## src/rtl/receive_unit_if.sv

```systemverilog
// Serial link lines plus captured-word handshake for receive_unit.
// master = capture block side, slave = line driver / word consumer side.
interface receive_unit_if #(
   parameter int unsigned N = 8
);
   logic         s_clk;
   logic         s_sda;
   logic         latch;
   logic [N-1:0] data;
   logic         valid;
   logic         ready;
   logic         bit_err;
   logic         drop;

   modport master (
      input  s_clk, s_sda, latch, ready,
      output data, valid, bit_err, drop
   );

   modport slave (
      output s_clk, s_sda, latch, ready,
      input  data, valid, bit_err, drop
   );
endinterface

```

## src/rtl/receive_unit.sv

```systemverilog
// Serial-to-parallel frame capture with a one-word valid/ready holding register.
// Optional feature macro RECEIVE_SYNC_EN: two-flop input synchronizer instead of one sampling flop.
module receive_unit #(
   parameter int unsigned N = 8
) (
   input  logic           clk,
   input  logic           rst_n,
   receive_unit_if.master bus
);
`ifdef RECEIVE_SYNC_EN
   localparam int unsigned D = 2;
`else
   localparam int unsigned D = 1;
`endif
   localparam int unsigned CW = $clog2(N + 2);

   typedef enum logic {IDLE, SHIFT} state_t;

   logic [D-1:0]  clk_sync, sda_sync, lat_sync;
   logic          clk_dly, lat_dly;
   logic          clk_rise, lat_fall, sda_bit;
   state_t        state, state_nx;
   logic [CW-1:0] cnt, cnt_nx, cnt_step;
   logic [N-1:0]  sh, sh_nx, sh_step;
   logic [N-1:0]  data, data_nx;
   logic          valid, valid_nx;
   logic          bit_err, bit_err_nx;
   logic          drop, drop_nx;
   logic          frame_end;

   // Identical sampling paths keep s_clk/s_sda/latch aligned; latch idles high.
   always_ff @(posedge clk) begin
      if (!rst_n) begin
         clk_sync <= '0;
         sda_sync <= '0;
         lat_sync <= '1;
         clk_dly  <= 1'b0;
         lat_dly  <= 1'b1;
      end else begin
         clk_sync[0] <= bus.s_clk;
         sda_sync[0] <= bus.s_sda;
         lat_sync[0] <= bus.latch;
         for (int i = 1; i < int'(D); i++) begin
            clk_sync[i] <= clk_sync[i-1];
            sda_sync[i] <= sda_sync[i-1];
            lat_sync[i] <= lat_sync[i-1];
         end
         clk_dly <= clk_sync[D-1];
         lat_dly <= lat_sync[D-1];
      end
   end

   assign clk_rise = clk_sync[D-1] & ~clk_dly;
   assign lat_fall = ~lat_sync[D-1] & lat_dly;
   assign sda_bit  = sda_sync[D-1];

   // Shift and saturating count first, so a same-cycle latch sees the new bit.
   assign sh_step  = clk_rise ? {sh[N-2:0], sda_bit} : sh;
   assign cnt_step = (clk_rise && cnt != CW'(N + 1)) ? cnt + CW'(1) : cnt;
   assign frame_end = lat_fall && (state == SHIFT || clk_rise);

   always_ff @(posedge clk) begin
      if (!rst_n) begin
         state   <= IDLE;
         cnt     <= '0;
         sh      <= '0;
         data    <= '0;
         valid   <= 1'b0;
         bit_err <= 1'b0;
         drop    <= 1'b0;
      end else begin
         state   <= state_nx;
         cnt     <= cnt_nx;
         sh      <= sh_nx;
         data    <= data_nx;
         valid   <= valid_nx;
         bit_err <= bit_err_nx;
         drop    <= drop_nx;
      end
   end

   always_comb begin
      state_nx   = state;
      cnt_nx     = cnt_step;
      sh_nx      = sh_step;
      data_nx    = data;
      valid_nx   = valid;
      bit_err_nx = 1'b0;
      drop_nx    = 1'b0;

      if (valid && bus.ready) valid_nx = 1'b0;

      case (state)
         IDLE:    if (clk_rise) state_nx = SHIFT;
         SHIFT:   ;
         default: state_nx = IDLE;
      endcase

      // Frame evaluation on latch; a full holding register without ready drops the word.
      if (frame_end) begin
         state_nx = IDLE;
         cnt_nx   = '0;
         sh_nx    = '0;
         if (cnt_step == CW'(N)) begin
            if (!valid || bus.ready) begin
               data_nx  = sh_step;
               valid_nx = 1'b1;
            end else begin
               drop_nx = 1'b1;
            end
         end else begin
            bit_err_nx = 1'b1;
         end
      end
   end

   assign bus.data    = data;
   assign bus.valid   = valid;
   assign bus.bit_err = bit_err;
   assign bus.drop    = drop;
endmodule

```

## src/flat_wrapper.sv

```systemverilog
// flat-port wrapper written by rule: the top's interface ports become plain ports
module receive_unit_flat 
#(
   parameter int unsigned N = 8
)
  (clk, rst_n, bus_s_clk, bus_s_sda, bus_latch, bus_ready, bus_data, bus_valid, bus_bit_err, bus_drop);
  receive_unit_if #(.N(N)) bus_i ();
  input  logic clk;
  input  logic rst_n;
  input wire logic [$bits(bus_i.s_clk)-1:0] bus_s_clk;
  input wire logic [$bits(bus_i.s_sda)-1:0] bus_s_sda;
  input wire logic [$bits(bus_i.latch)-1:0] bus_latch;
  input wire logic [$bits(bus_i.ready)-1:0] bus_ready;
  output wire logic [$bits(bus_i.data)-1:0] bus_data;
  output wire logic [$bits(bus_i.valid)-1:0] bus_valid;
  output wire logic [$bits(bus_i.bit_err)-1:0] bus_bit_err;
  output wire logic [$bits(bus_i.drop)-1:0] bus_drop;
  assign bus_i.s_clk = bus_s_clk;
  assign bus_i.s_sda = bus_s_sda;
  assign bus_i.latch = bus_latch;
  assign bus_i.ready = bus_ready;
  assign bus_data = bus_i.data;
  assign bus_valid = bus_i.valid;
  assign bus_bit_err = bus_i.bit_err;
  assign bus_drop = bus_i.drop;
  receive_unit #(.N(N)) u_core (.clk(clk), .rst_n(rst_n), .bus(bus_i));
endmodule
```

## config.mk

```make
export PLATFORM = sky130hd
export DESIGN_NAME = receive_unit_flat
export DESIGN_NICKNAME = d
export VERILOG_FILES = /design/src/rtl/receive_unit_if.sv /design/src/rtl/receive_unit.sv /design/src/flat_wrapper.sv
export SDC_FILE = /design/constraint.sdc
export NUM_CORES = 1
export LEC_CHECK = 0
export CAP_MARGIN = 5
export CORE_ASPECT_RATIO = 1.25
export CORE_MARGIN = 1
export CORE_UTILIZATION = 50
export CTS_CLUSTER_SIZE = 40
export DETAILED_ROUTE_END_ITERATION = 7
export PLACE_DENSITY = 0.85
export SLEW_MARGIN = 15
export SYNTH_ARGS = -nofsm -noshare
export SYNTH_HDL_FRONTEND = slang
export SYNTH_SLANG_ARGS = --single-unit
```

## constraint.sdc

```tcl
create_clock -name clk -period 2.58 [get_ports clk]
set_input_delay 0.516 -clock clk [delete_from_list [all_inputs] [get_ports clk]]
set_output_delay 0.516 -clock clk [all_outputs]
set_load 0.02 [all_outputs]
```

==> run metrics, run 1 <==
status finished clean; row count 19; port buffer count 16; vias in the first global route 811; hold_buf cts 0; Top-Level Pins 17; Final Hold Fails 0; switch share a little under a quarter; Leakage Power 0.564 nW; Reg2Reg Setup Slack 0.47 ns; CP Data Required Time 2.78 ns; Final Setup Violations 0; Largest regs u_core.bus.data: 8 flops, u_core.sh: 8 flops, u_core.cnt: 4 flops; hold endpoint u_core.bus.data[7]; Rel. slew slack just over 60%; initial antenna violation count 0; Congestion Overflow GR 0; Seq/Total Area, Yosys 50.2%; DRC Markers 0; Seq pwr share 58.7%; CP Launch Type flip-flop; Routed Antenna Nets 0; total track usage 19.4%; Via density 5.02; Wirelength per Cell 12.0 µm; min-delay worst type reg -> reg; post-cts resize count 0; Yosys reg bits 29; Die H 55.8 µm; CTS H-Tree Depth 2; Die X 45.0 µm; Final period util between 80 and 90%; M2 GR Usage 30.4%; Pwr per Cell Area 562 mW/mm²; Comb power frac 6.4%; clock slew at reported path FFs 0.08 ns; most common cell after layout, fill and taps aside dfxtp_1; hold path start u_core.bus.data[7]; met1 Usage GRT 19.9%; CTS tree built; Area Growth Syn to Fin 20.6%; peak supply drop 0.434 mV; Worst path max stage delay 0.54 ns; Starting Density 52.9%; Non-Filler Instances 164; reg-to-reg startpoint u_core.clk_dly; largest net degree at the start of global routing 19; first-iteration detailed-routing DRC count 7; via count approximately 800; cell area after synthesis 0.00116 mm²; cells on worst reg2reg path 5; Worst-Skew Late Latency 0.33 ns; HPWL Detailed 1410 µm; clk root buf clkbuf_4; unrepaired setup endpoints after global routing no; Cells after Synth 113; clk sinks 29; Max Cap Viol 0; Net Sw Power 178 µW; fillers 188; Netlist cell types 27; critical path class reg -> reg; CP endpoint kind flip-flop; first-pass GRT wire length 3350 µm; number of CTS-inserted buffers 5; Yosys warning total 0; Final Wtd Congestion 0.820; Final TNS setup 0 ns; R2R Path End u_core.sh[2]; most used cell, CP nor2_1; final core utilization roughly 64%; Pre-Repair DR Iteration Count 4; CTS max path bufs 2; layout cells sized above 1 a little over an eighth; Pwr Total ~780 µW; Final nets 141; grt met3 use just under 10%; Final Max Tran Viols 0; Mean Syn Cell Area 10.2 µm²; skew final 0.00291 ns; most frequent cells in the layout 29 x dfxtp_1, 19 x nor2_1, 16 x clkdlybuf4s50_1; drt total wl 1970 µm; antenna diode count 0; Core ar. 0.00219 mm²; Crit Path Max Fanout 14; Worst EP arrival 2.31 ns; cell-internal power 605 µW; hold depth 2; WHS between 0.4 and 0.5 ns; Clk pwr share roughly a third; Worst-Margin Slew 0.566 ns; DP Cell Count 157; Crit-path slowest cell and2b_1; Post-CTS Setup Bufs 0; Tmin final 2.11 ns; Syn Nets about 120; GRT busiest layer met2; crit-path cells and2b_1 -> nor2_1 -> nor3b_2 -> nand2b_1 -> nor2_1; fmax 474 MHz; die area 0.00251 mm²
-- routing by layer --
metal / share of wire [%] / wire length [µm]
met1: 41 / 809
met2: 51 / 998
met3: 5.1 / 100
met4: 2.9 / 57
met5: 0 / 0
-- synth_stat cells --
library cell / n / area, µm²
nand4_1: 1 / 6.26
nand4_4: 1 / 21.3
nor3b_2: 1 / 12.5
nand3_1: 3 / 15.0
nor2_1: 19 / 71.3
ha_1: 2 / 25.0
o21ai_0: 1 / 5.00
and2b_1: 1 / 7.51
xnor2_1: 1 / 8.76
nor4bb_1: 1 / 10.0
nor2b_1: 3 / 18.8
clkbuf_1: 1 / 3.75
mux2_2: 8 / 90.1
mux2i_1: 8 / 80.1
a2111o_1: 1 / 11.3
xor2_1: 1 / 8.76
buf_2: 1 / 5.00
inv_1: 3 / 11.3
a21oi_1: 3 / 15.0
xnor2_2: 1 / 16.3
nand2_1: 6 / 22.5
dfxtp_1: 29 / 581
nand2b_1: 4 / 25.0
nor3_1: 1 / 5.00
buf_4: 1 / 7.51
nand3_2: 1 / 10.0
and2_1: 10 / 62.6
-- critical path, delay by kind of cell, from the launching register on --
kind	cells	cell delay, ns
simple gates	5	1.67
flops	1	0.30
-- worst max-delay path by stage --
stage	from	end
floorplan	u_core.cnt[0]	u_core.bus.data[0]
global placement	rst_n	u_core.bus.data[2]
finish	u_core.clk_dly	u_core.sh[2]
CTS	u_core.cnt[1]	u_core.bus.data[3]
global route	u_core.clk_dly	u_core.sh[0]
detailed placement	rst_n	u_core.sh[7]
-- metrics by stage --
step | worst slack, ns | instance area, µm²
6_report | 0.472 | 1390
5_1_grt | 0.311 | 1390
4_1_cts | 0.495 | 1390
3_5_place_dp | 0.495 | 1340
3_3_place_gp | 0.573 | 1340
2_1_floorplan | 0.871 | 1160
-- cell type report --
cell class                 instances  area [µm²]  share of cell area (%)
sequential                        29         581                    41.7
multi-input combinational         78         548                    39.3
timing repair buffer              16         160                    11.5
clock buffer                       7        55.1                    3.95
tap                               31        38.8                    2.78
inverter                           3        11.3                   0.808
-- power by group through the flow --
stage	Clock, mW	Sequential (mW)	Combinational, mW
5_1_grt	0.298	0.461	0.0549
2_1_floorplan	0	0.470	0.0346
3_3_place_gp	0	0.470	0.0470
3_5_place_dp	0	0.470	0.0501
6_report	0.273	0.460	0.0498
4_1_cts	0.278	0.460	0.0501
-- cell families (layout without fill, tap and decap cells) --
logic type	count (synthesis)	in the layout	share of synthesized area [%]
AOI/OAI and AO/OA	5	5	2.70
and+or+nand+nor	52	52	24.9
DFF	29	29	50.2
buffers and inverters	6	26	2.38
adders and majority gates	2	2	2.16
xor gates and xnor gates	3	3	2.92
muxes	16	16	14.7
Note: power is estimated with default switching activity, not from simulation.
==> inputs of run 2 (changes only) <==
- CORE_UTILIZATION: 50 -> 46
- PLACE_DENSITY: 0.85 -> 0.83
- clock period: 2.58 -> 1.8 ns (I/O delays scaled with it)
==> run metrics, run 2 (synthesis gave the netlist of run 1 again) <==
Worst EP arrival 1.99 ns (was 2.31 ns); largest net degree at the start of global routing 13 (was 19); hold_buf cts 0 (unchanged); most common cell after layout, fill and taps aside dfxtp_1 (unchanged); WHS 0.461 ns (was 0.465 ns); via count 863 (was 824); first-pass GRT wire length 3490 µm (was 3350 µm); CTS tree built (unchanged); met3 routed WL 67 µm (was 100 µm); critical path class reg -> reg (unchanged); drt total wl 2150 µm (was 1970 µm); Pre-Repair DR Iteration Count 4 (unchanged); Congestion Overflow GR 0 (unchanged); unrepaired setup endpoints after global routing yes (was no); Pwr per Cell Area 783 mW/mm² (was 562 mW/mm²); Crit Path Max Fanout 7 (was 14); clk sinks 29 (unchanged); CTS H-Tree Depth 2 (unchanged); CP Launch Type flip-flop (unchanged); number of CTS-inserted buffers 5 (unchanged); Top-Level Pins 17 (unchanged); skew final 0.0119 ns (was 0.00291 ns); Leakage Power 0.640 nW (was 0.564 nW); antenna diode count 0 (unchanged); layout cells sized above 1 26.8% (was 13.5%); Post-DP Area 0.00139 mm² (was 0.00134 mm²); die area 0.00272 mm² (was 0.00251 mm²); CP endpoint kind flip-flop (unchanged); total track usage 19.0% (was 19.4%); vias in the first global route 866 (was 811); Pwr Total 1.21 mW (was 783 µW); Wirelength per Cell 12.4 µm (was 12.0 µm); cells on worst reg2reg path 7 (was 5); min-delay worst type reg -> reg (unchanged); Rel. slew slack 68.8% (was 62.3%); met2 routed WL 1180 µm (was 998 µm); fmax 564 MHz (was 474 MHz); clk root buf clkbuf_4 (unchanged); R2R Path End u_core.bus.data[5] (was u_core.sh[2]); Final Max Tran Viols 0 (unchanged); DRC Markers 0 (unchanged); final core utilization 67.8% (was 63.7%); Final Hold Fails 0 (unchanged); Area Growth Syn to Fin 33.8% (was 20.6%); Largest regs u_core.bus.data: 8 flops, u_core.sh: 8 flops, u_core.cnt: 4 flops (unchanged); Final nets 149 (was 141); fillers 188 (unchanged); Worst-Margin Slew 0.463 ns (was 0.566 ns); peak supply drop 0.594 mV (was 0.434 mV); design area 0.00155 mm² (was 0.00139 mm²); worst slack at placement -0.0282 ns (was 0.495 ns); Die H 58.1 µm (was 55.8 µm); initial antenna violation count 0 (unchanged); top routing layer in use met4 (unchanged); row count 19 (unchanged); HPWL Detailed 1510 µm (was 1410 µm); Starting Density 50.7% (was 52.9%); CP Data Required Time 2.02 ns (was 2.78 ns); Routed Antenna Nets 0 (unchanged); reg-to-reg startpoint u_core.cnt[1] (was u_core.clk_dly); first-iteration detailed-routing DRC count 24 (was 7); Via density 4.99 (was 5.02); Tmin final 1.77 ns (was 2.11 ns); Die X 46.8 µm (was 45.0 µm); hold path start u_core.clk_sync (was u_core.bus.data[7]); Final period util 98.4% (was 81.7%); CTS max path bufs 2 (unchanged); port buffer count 16 (unchanged); hold endpoint u_core.clk_dly (was u_core.bus.data[7]); Final Wtd Congestion 0.781 (was 0.820); Reg2Reg Setup Slack 0.03 ns (was 0.47 ns); Final Setup Violations 0 (unchanged); Worst-Skew Late Latency 0.34 ns (was 0.33 ns); clock slew at reported path FFs 0.10 ns (was 0.08 ns); hold depth 1 (was 2); Post-Route M1 WL 812 µm (was 809 µm); status finished clean (unchanged); Core ar. 0.00228 mm² (was 0.00219 mm²); most frequent cells in the layout 26 x dfxtp_1, 19 x nor2_1, 16 x clkdlybuf4s50_1 (was 29 x dfxtp_1, 19 x nor2_1, 16 x clkdlybuf4s50_1); Max Cap Viol 0 (unchanged); Setup WS post-layout 0.0285 ns (was 0.472 ns)
==> run 2: through the flow <==
| step | instances | TNS (ns) |
|---|---|---|
| 2_1_floorplan | 113 | 0 |
| 3_3_place_gp | 162 | 0 |
| 3_5_place_dp | 162 | -0.148 |
| 4_1_cts | 172 | 0 |
| 5_1_grt | 173 | -0.0472 |
| 6_report | 173 | 0 |
==> run 2: final cells by class <==
type                            count  area, µm²  share of cell area (%)
Multi-Input combinational cell     78        607                    39.2
Sequential cell                    29        587                    37.9
Timing Repair Buffer               24        233                    15.0
Clock buffer                        7       65.1                    4.21
Tap cell                           31       38.8                    2.51
Inverter                            3       11.3                   0.728
Clock inverter                      1       5.00                   0.324
==> run 2: critical path, stage by stage (launching register included) <==
cell,delay [ns]
dfxtp_2,0.35
inv_2,0.06
ha_4,0.13
nand2_4,0.05
a2111o_1,0.45
nand3_2,0.11
nand4_4,0.17
mux2_4,0.34
==> run 2: power by group <==
| group | switching, mW | internal [mW] | leakage, nW | total (mW) |
|---|---|---|---|---|
| logic | 0.0470 | 0.0545 | 0.362 | 0.102 |
| clock network | 0.225 | 0.226 | 0.0413 | 0.451 |
| registers | 0.00627 | 0.652 | 0.237 | 0.659 |
| total | 0.278 | 0.933 | 0.640 | 1.21 |
==> run 2: worst max-delay path by stage <==
stage	slack, ns	start	end
CTS	0.02	u_core.cnt[1]	u_core.bus.data[5]
global route	-0.03	u_core.cnt[1]	u_core.bus.data[5]
global placement	0.03	u_core.cnt[1]	u_core.bus.data[5]
finish	0.03	u_core.cnt[1]	u_core.bus.data[5]
floorplan	0.09	u_core.cnt[0]	u_core.bus.data[0]
detailed placement	-0.03	u_core.cnt[1]	u_core.bus.data[0]
==> run 2: what timing repair did <==
item / CTS / global route
gates resized for setup: 3 / 12
setup buffers: 2 / 1
pin swaps: 2 / 5
setup endpoints to repair: 8 / 8
==> run 2: routing by layer <==
metal,global-route usage (%),vias to the layer above
met4,15.9,0
met3,5.61,10
met1,17.5,407
met2,32.3,13
li1,-,433
met5,0,-
==> inputs of run 3 (changes only) <==
- CORE_UTILIZATION: 46 -> 45
- GPL_ROUTABILITY_DRIVEN: not set -> 1
- PLACE_DENSITY: 0.83 -> 0.82
==> run metrics, run 3 (synthesis gave the netlist of run 1 again) <==
status finished clean (unchanged); WHS 0.466 ns (was 0.461 ns); via count 861 (was 863); Final Setup Violations 0 (unchanged); fmax 563 MHz (was 564 MHz); antenna diode count 0 (unchanged); CTS H-Tree Depth 2 (unchanged); Pwr per Cell Area 742 mW/mm² (was 783 mW/mm²); Max Cap Viol 0 (unchanged); HPWL Detailed 1600 µm (was 1510 µm); Rel. slew slack 67.8% (was 68.8%); Via density 4.84 (was 4.99); reg-to-reg startpoint u_core.cnt[1] (unchanged); number of CTS-inserted buffers 5 (unchanged); CP top delay family simple AND/OR/NAND/NOR gates (was compound AO/OA/AOI/OAI gates); Crit path buffers/inverters 1 (unchanged); layout cells sized above 1 25.5% (was 26.8%); CTS tree built (unchanged); clk root buf clkbuf_4 (unchanged); Largest regs u_core.bus.data: 8 flops, u_core.sh: 8 flops, u_core.cnt: 4 flops (unchanged); hold path start u_core.clk_sync (unchanged); clock slew at reported path FFs 0.09 ns (was 0.10 ns); Final Hold Fails 0 (unchanged); port buffer count 16 (unchanged); Non-Filler Instances 178 (was 173); DRC Markers 0 (unchanged); R2R Path End u_core.bus.data[1] (was u_core.bus.data[5]); register area 587 µm² (unchanged); skew final 0.00731 ns (was 0.0119 ns); Final nets 152 (was 149); Crit Path Max Fanout 7 (unchanged); first-iteration detailed-routing DRC count 31 (was 24); fillers 200 (was 188); first-pass GRT wire length 3770 µm (was 3490 µm); die area 0.00278 mm² (was 0.00272 mm²); Die H 58.7 µm (was 58.1 µm); Wirelength per Cell 12.8 µm (was 12.4 µm); drt total wl 2270 µm (was 2150 µm); most common cell after layout, fill and taps aside dfxtp_1 (unchanged); peak supply drop 0.474 mV (was 0.594 mV); critical path class reg -> reg (unchanged); cells on worst reg2reg path 7 (unchanged); Die X 47.3 µm (was 46.8 µm); CP endpoint kind flip-flop (unchanged); Congestion Overflow GR 0 (unchanged); row count 20 (was 19); vias in the first global route 897 (was 866); Routed Antenna Nets 0 (unchanged); Tmin final 1.78 ns (was 1.77 ns); DP Cell Count 165 (was 162); Area Growth Syn to Fin 31.6% (was 33.8%); Worst path max stage delay 0.39 ns (was 0.45 ns); largest net degree at the start of global routing 11 (was 13); Starting Density 47.6% (was 50.7%); Pre-Repair DR Iteration Count 4 (unchanged); Crit-path slowest cell dfxtp_4 (was a2111o_1); multi-input logic area 588 µm² (was 607 µm²); CP Launch Type flip-flop (unchanged); initial antenna violation count 0 (unchanged); Final period util 98.7% (was 98.4%); Worst EP arrival 1.98 ns (was 1.99 ns); Top-Level Pins 17 (unchanged); hold depth 1 (unchanged); CTS max path bufs 2 (unchanged); total track usage 19.6% (was 19.0%); Reg2Reg Setup Slack 0.02 ns (was 0.03 ns); unrepaired setup endpoints after global routing yes (unchanged); crit-path cells inv_4 -> ha_4 -> nor4bb_4 -> nand3_1 -> nand3_2 -> nand4_4 -> mux2_4 (was inv_2 -> ha_4 -> nand2_4 -> a2111o_1 -> nand3_2 -> nand4_4 -> mux2_4); Worst-Skew Late Latency 0.32 ns (was 0.34 ns); clk sinks 29 (unchanged); Core ar. 0.00243 mm² (was 0.00228 mm²); most frequent cells in the layout 26 x dfxtp_1, 19 x nor2_1, 16 x clkdlybuf4s50_1 (unchanged); Leakage Power 0.619 nW (was 0.640 nW); CP Data Required Time 2.01 ns (was 2.02 ns); min-delay worst type reg -> reg (unchanged); Final Max Tran Viols 0 (unchanged); Worst-Margin Slew 0.478 ns (was 0.463 ns); hold endpoint u_core.clk_dly (unchanged); Final Wtd Congestion 0.709 (was 0.781)
-- run 3: how the worst max path moves through the flow --
stage / start / end / slack [ns] / cells past startpoint
after floorplan: u_core.cnt[0] / u_core.bus.data[0] / 0.09 / 6
after global placement: u_core.cnt[1] / u_core.bus.data[2] / 0.06 / 7
after detailed placement: u_core.cnt[1] / u_core.bus.data[1] / -0.08 / 7
after CTS: u_core.cnt[1] / u_core.bus.data[1] / 0.004 / 7
after global routing: u_core.cnt[1] / u_core.bus.data[1] / -0.06 / 7
final: u_core.cnt[1] / u_core.bus.data[1] / 0.02 / 7
-- run 3: final cells by class --
type / count / share of cell area, %
Inverter: 3 / 0.905
Timing Repair Buffer: 27 / 16.0
Tap cell: 33 / 2.71
Clock buffer: 8 / 3.21
Multi-Input combinational cell: 78 / 38.7
Sequential cell: 29 / 38.6
-- run 3: per-stage QoR --
stage                     TNS (ns)  worst slack, ns  area, µm²  total power, mW  utilization [%]
final                            0           0.0241       1520             1.13             62.7
after global routing        -0.195          -0.0576       1520             1.18             62.7
after CTS                        0          0.00369       1480             1.13             60.8
after detailed placement    -0.468          -0.0769       1390            0.756             57.1
after global placement           0           0.0564       1390            0.751             57.1
after floorplan                  0           0.0914       1160            0.723                -
-- run 3: worst register-to-register path, stage by stage (launching register included) --
cell	delay, ns
dfxtp_4	0.39
inv_4	0.04
ha_4	0.25
nor4bb_4	0.21
nand3_1	0.13
nand3_2	0.12
nand4_4	0.18
mux2_4	0.36
-- run 3: where the power goes --
part,switching [mW],internal (mW),leakage (nW),total [mW]
clock network,0.208,0.155,0.0265,0.363
logic,0.0487,0.0579,0.356,0.107
registers,0.00687,0.652,0.237,0.658
total,0.264,0.865,0.619,1.13
-- run 3: routing by layer --
metal	up-vias	track usage [%]	wire length [µm]
li1	434	-	-
met1	404	20.6	946
met2	18	32.5	1200
met3	5	5.83	70
met4	0	12.7	54
met5	-	0	0
-- run 3: repair_timing --
action,in CTS,in global routing
gates resized for setup,6,7
pin swaps,3,4
hold buffers,0,0
setup endpoints to repair,8,8
buffers inserted,1,4
